--- src/rtl/vhdl_dut_counter_pkg.sv ---
// Shared definitions for the loadable up-counter: default width, reset value
// and the per-cycle operation encoding used by the next-state logic.
package vhdl_dut_counter_pkg;

    localparam int DEFAULT_WIDTH = 8;

    // Value cout takes on reset; widened/narrowed to the instance width by the user.
    localparam logic [DEFAULT_WIDTH-1:0] COUT_RESET = '0;

    // Operation selected for the coming edge once reset has been excluded.
    typedef enum logic [1:0] {
        OP_HOLD  = 2'd0,
        OP_COUNT = 2'd1,
        OP_LOAD  = 2'd2
    } op_e;

    // Load takes precedence over count; with neither the counter holds.
    function automatic op_e decode_op(input logic load, input logic enable);
        if (load) begin
            return OP_LOAD;
        end else if (enable) begin
            return OP_COUNT;
        end
        return OP_HOLD;
    endfunction

endpackage

--- src/rtl/vhdl_dut_counter_props.sv ---
// Passive checker for the counter: one-cycle properties describing what cout
// must be after each edge given the controls sampled at that edge.
module vhdl_dut_counter_props
    import vhdl_dut_counter_pkg::*;
#(
    parameter int WIDTH = DEFAULT_WIDTH
) (
    input logic             clk,
    input logic             reset,
    input logic             load,
    input logic             enable,
    input logic [WIDTH-1:0] data,
    input logic [WIDTH-1:0] cout
);

    // Reset wins over everything, so this check stays live while reset is high.
    a_reset_clears : assert property (@(posedge clk)
        reset |=> (cout == WIDTH'(COUT_RESET)));

    // Load replaces the count with data and ignores enable.
    a_load_takes_data : assert property (@(posedge clk) disable iff (reset)
        load |=> (cout == $past(data)));

    // Count by one, wrapping naturally modulo 2^WIDTH.
    a_enable_increments : assert property (@(posedge clk) disable iff (reset)
        (!load && enable) |=> (cout == WIDTH'($past(cout) + 1'b1)));

    // All-ones rolls over to zero without stalling.
    a_wrap_to_zero : assert property (@(posedge clk) disable iff (reset)
        (!load && enable && (cout == {WIDTH{1'b1}})) |=> (cout == '0));

    // No request means the value is kept.
    a_idle_holds : assert property (@(posedge clk) disable iff (reset)
        (!load && !enable) |=> (cout == $past(cout)));

endmodule

--- src/rtl/vhdl_dut_counter.sv ---
// Loadable, enableable up-counter with synchronous active-high reset.
// Priority at each edge: reset, then load, then enable, otherwise hold.
module vhdl_dut_counter
    import vhdl_dut_counter_pkg::*;
#(
    parameter int WIDTH = DEFAULT_WIDTH
) (
    input  logic             clk,
    input  logic             reset,
    input  logic             load,
    input  logic             enable,
    input  logic [WIDTH-1:0] data,
    output logic [WIDTH-1:0] cout
);

    op_e              op;
    logic [WIDTH-1:0] cout_d;
    logic [WIDTH-1:0] cout_q;

    // Choose the next count from load/enable; reset is applied at the register.
    always_comb begin
        op     = decode_op(load, enable);
        cout_d = cout_q;
        case (op)
            OP_LOAD:  cout_d = data;
            OP_COUNT: cout_d = cout_q + 1'b1;
            default:  cout_d = cout_q;
        endcase
    end

    // Counter register with synchronous reset taking priority over the next value.
    always_ff @(posedge clk) begin
        if (reset) begin
            cout_q <= WIDTH'(COUT_RESET);
        end else begin
            cout_q <= cout_d;
        end
    end

    assign cout = cout_q;

    vhdl_dut_counter_props #(
        .WIDTH (WIDTH)
    ) u_props (
        .clk    (clk),
        .reset  (reset),
        .load   (load),
        .enable (enable),
        .data   (data),
        .cout   (cout_q)
    );

endmodule

--- config.mk ---
export PLATFORM = sky130hd
export DESIGN_NAME = vhdl_dut_counter
export DESIGN_NICKNAME = d
export VERILOG_FILES = /design/src/rtl/vhdl_dut_counter_pkg.sv /design/src/rtl/vhdl_dut_counter_props.sv /design/src/rtl/vhdl_dut_counter.sv
export SDC_FILE = /design/constraint.sdc
export NUM_CORES = 1
export LEC_CHECK = 0
export BUFFER_PORTS_ARGS = -buffer_cell sky130_fd_sc_hd__buf_2
export CORE_MARGIN = 2
export CORE_UTILIZATION = 30
export DETAILED_ROUTE_END_ITERATION = 12
export PLACE_DENSITY = 0.63
export SYNTH_ARGS = -nofsm -noshare
export SYNTH_HDL_FRONTEND = slang
export SYNTH_HIERARCHICAL = 1
export SYNTH_SLANG_ARGS = --single-unit
--- constraint.sdc ---
create_clock -name clk -period 1.6 [get_ports clk]
set_clock_uncertainty 0.1 [all_clocks]
set_input_delay 0.24 -clock clk [delete_from_list [all_inputs] [get_ports clk]]
set_output_delay 0.24 -clock clk [all_outputs]
set_load 0.02 [all_outputs]
==> impl_metrics.sql <==
INSERT INTO impl_metrics (metric_group, metric, value, unit) VALUES
('setup_path', 'worst_ep_required_time', '1.67', 'ns'),
('grt', 'global_route_wire_length_before_repair', '1.42', 'mm'),
('clock_tree', 'clock_tree.buffer_depth', '2', ''),
('timing', 'rsz_0062_raised_after_global_routing', 'false', ''),
('setup_path', 'rr_startpoint', 'cout[0]$_SDFFE_PP0P_', ''),
('die', 'chipHeight', '42.2', 'um'),
('final_layout', 'final-instance-count-excl-fill', '84', ''),
('die', 'io-pin-count', '20', ''),
('setup_path', 'timing.critical_path.from', 'cout[0]$_SDFFE_PP0P_', ''),
('setup_path', 'cp-start-kind', 'register', ''),
('placed_design', 'placed_cells', '81', ''),
('timing', 'max_freq', '697', 'MHz'),
('clock_tree', 'cts_resized', '0', ''),
('yosys', 'ys_warn_count', '6', ''),
('pwr', 'irDropWorstVdd', '0.338', 'mV'),
('grt', 'grt_antenna_before_repair', '0', ''),
('yosys', 'synth.top_cell.area_share', '36.6', '%'),
('timing', 'final_count_of_pins_violating_max_slew', '0', ''),
('die', 'design.die.area', '1780', 'sq um'),
('timing', 'worstMarginPinSlew', '0.266', 'ns'),
('final_layout', 'antenna-diode-count', '0', ''),
('clock_tree', 'clock_insertion_delay_worst_skew', '0.25', 'ns'),
('clock_tree', 'tritoncts', 'built', ''),
('placed_design', 'post-place-ws', '0.171', 'ns'),
('final_layout', 'finish.net_count', '84', ''),
('setup_path', 'ff2ff_path_depth', '4', ''),
('yosys', 'syn_nets', '63', ''),
('setup_path', 'worst_path_dominant_cell_family', 'flip-flops', ''),
('final_layout', 'n_fill_cell', '146', ''),
('timing', 'finalCritPeriodShare', '89.7', '%'),
('yosys', 'syn_area_per_cell', '8.76', 'sq um'),
('pwr', 'power_density', '861', 'nW/um^2'),
('die', 'floorplan.rows', '13', ''),
('setup_path', 'worstPathBufferInverterCount', '0', ''),
('yosys', 'seq_area_frac_synth', '36.6', '%'),
('setup_path', 'critical_path_class', 'reg -> reg', ''),
('clock_tree', 'clock_sinks', '8', ''),
('die', 'floorplan.initialDensity', '32.8', '%'),
('drt', 'wire_per_inst', '10.8', 'um'),
('status', 'status', 'complete, no violations', ''),
('drt', 'dr_total_vias', '414', ''),
('setup_path', 'path_max_fanout', '6', ''),
('timing', 'timing.final.crit_period', '1.44', 'ns'),
('clock_tree', 'cts_buffers', '3', ''),
('setup_path', 'timing.critical_path.arrival', '1.50', 'ns'),
('grt', 'first_global_vias', '348', ''),
('yosys', 'mappedNetlistArea', '438', 'sq um'),
('hold_path', 'hold_crit_path_type', 'in -> reg', ''),
('final_layout', 'drive_gt1_share', '36.2', '%'),
('final_layout', 'syn2layout_area_growth', '28.0', '%'),
('timing', 'final.setup.worst_slack', '0.165', 'ns'),
('yosys', 'synthesis.instances', '50', ''),
('hold_path', 'hold_path.startpoint', 'data[1]', ''),
('placed_design', 'port_buffers', '19', ''),
('yosys', 'synth.lib_cells_used.distinct', '23', ''),
('drt', 'routed_wirelength', '910', 'um'),
('drt', 'route.antenna.remaining_nets', '0', ''),
('placed_design', 'place_congestion', '0.685', ''),
('grt', 'grt_start_max_net_pins', '11', ''),
('flow_run', 'maxCapViolations', '0', ''),
('grt', 'gr-usage-all-layers', '10.3', '%'),
('timing', 'final-setup-viol-count', '0', ''),
('drt', 'drt-vias-per-instance', '4.93', ''),
('setup_path', 'timing.critical_path.depth', '4', ''),
('die', 'die-width', '42.2', 'um'),
('final_layout', 'largest_register_ffs', '8', ''),
('clock_tree', 'post-cts-setup-buffers', '0', ''),
('clock_tree', 'cts_hold_repair_buffers', '0', ''),
('drt', 'number_of_design_rule_violations_left_after_detail_routing', '0', ''),
('clock_tree', 'htree_levels', '1', ''),
('yosys', 'synth_area_leader_cell', 'dfxtp_1', '');
## Yosys cell counts
library cell	count
o221ai_1	1
nor2_1	7
xor2_1	4
nand2b_1	1
a21oi_1	1
a211oi_1	3
nand4_2	1
clkbuf_1	1
buf_2	2
o21ai_0	2
or2_2	1
or3_1	2
ha_1	1
nand4_1	2
mux2i_1	2
dfxtp_1	8
mux2_2	1
nor3b_1	2
a311oi_1	2
nand2_1	1
nand3_1	3
o211ai_1	1
clkinv_1	1
## power by group
group / switching, mW / leakage [nW] / total, mW / internal (mW)
registers: 0.0187 / 0.0665 / 0.233 / 0.214
logic: 0.0518 / 0.164 / 0.0924 / 0.0406
clock network: 0.0710 / 0.0138 / 0.157 / 0.0860
total: 0.142 / 0.244 / 0.482 / 0.341
## metal layers
layer,track usage [%],up-vias,routed length (um)
met1,12.7,179,433
met5,0,-,0
li1,-,224,-
met2,16.3,9,425
met4,7.50,0,13
met3,1.29,2,38
## per-stage QoR
| step | power [mW] | util [%] | area [sq um] |
|---|---|---|---|
| global placement | 0.330 | 40.3 | 538 |
| floorplan | 0.297 | - | 438 |
| finish | 0.482 | 42.0 | 561 |
| detailed placement | 0.331 | 40.3 | 538 |
| CTS | 0.488 | 42.0 | 561 |
| global route | 0.503 | 42.0 | 561 |
## kinds of logic after synthesis
logic type | Yosys count | share of synthesized area (%)
and+or+nand+nor | 20 | 25.1
AOI/OAI and AO/OA | 10 | 16.3
DFF | 8 | 36.6
xor gates and xnor gates | 4 | 8.00
buffers and inverters | 4 | 4.00
muxes | 3 | 7.14
adders and majority gates | 1 | 2.86
## area by class of cell
type                            count  area [sq um]  share of cell area [%]
Timing Repair Buffer               19          95.1                    17.0
Clock buffer                        3          22.5                    4.02
Multi-Input combinational cell     38           260                    46.4
Inverter                            1          3.75                   0.670
Tap cell                           15          18.8                    3.35
Sequential cell                     8           160                    28.6
## cell usage in the layout, fill, tap and decap left out, types with 2 or more instances in the layout
| cell type | synthesis | layout |
|---|---|---|
| buf_2 | 2 | 19 |
| dfxtp_1 | 8 | 8 |
| nor2_1 | 7 | 7 |
| xor2_1 | 4 | 4 |
| nand3_1 | 3 | 3 |
| a211oi_1 | 3 | 3 |
| clkbuf_4 | 0 | 3 |
| or3_1 | 2 | 2 |
| o21ai_0 | 2 | 2 |
| a311oi_1 | 2 | 2 |
| nand4_1 | 2 | 2 |
| nor3b_1 | 2 | 2 |
| mux2i_1 | 2 | 2 |
## worst min-delay path: stages
cell and delay, ns:
buf_2 0.08, mux2i_1 0.05, nor2_1 0.07
## path summary, 6_finish.rpt
check | endpoint | slack (ns)
max | cout[6]$_SDFFE_PP0P_ | 0.16
min reg2reg | cout[6]$_SDFFE_PP0P_ | 0.43
max reg2reg | cout[6]$_SDFFE_PP0P_ | 0.16
min | cout[1]$_SDFFE_PP0P_ | 0.12
Power figures use the tool's default switching activity.
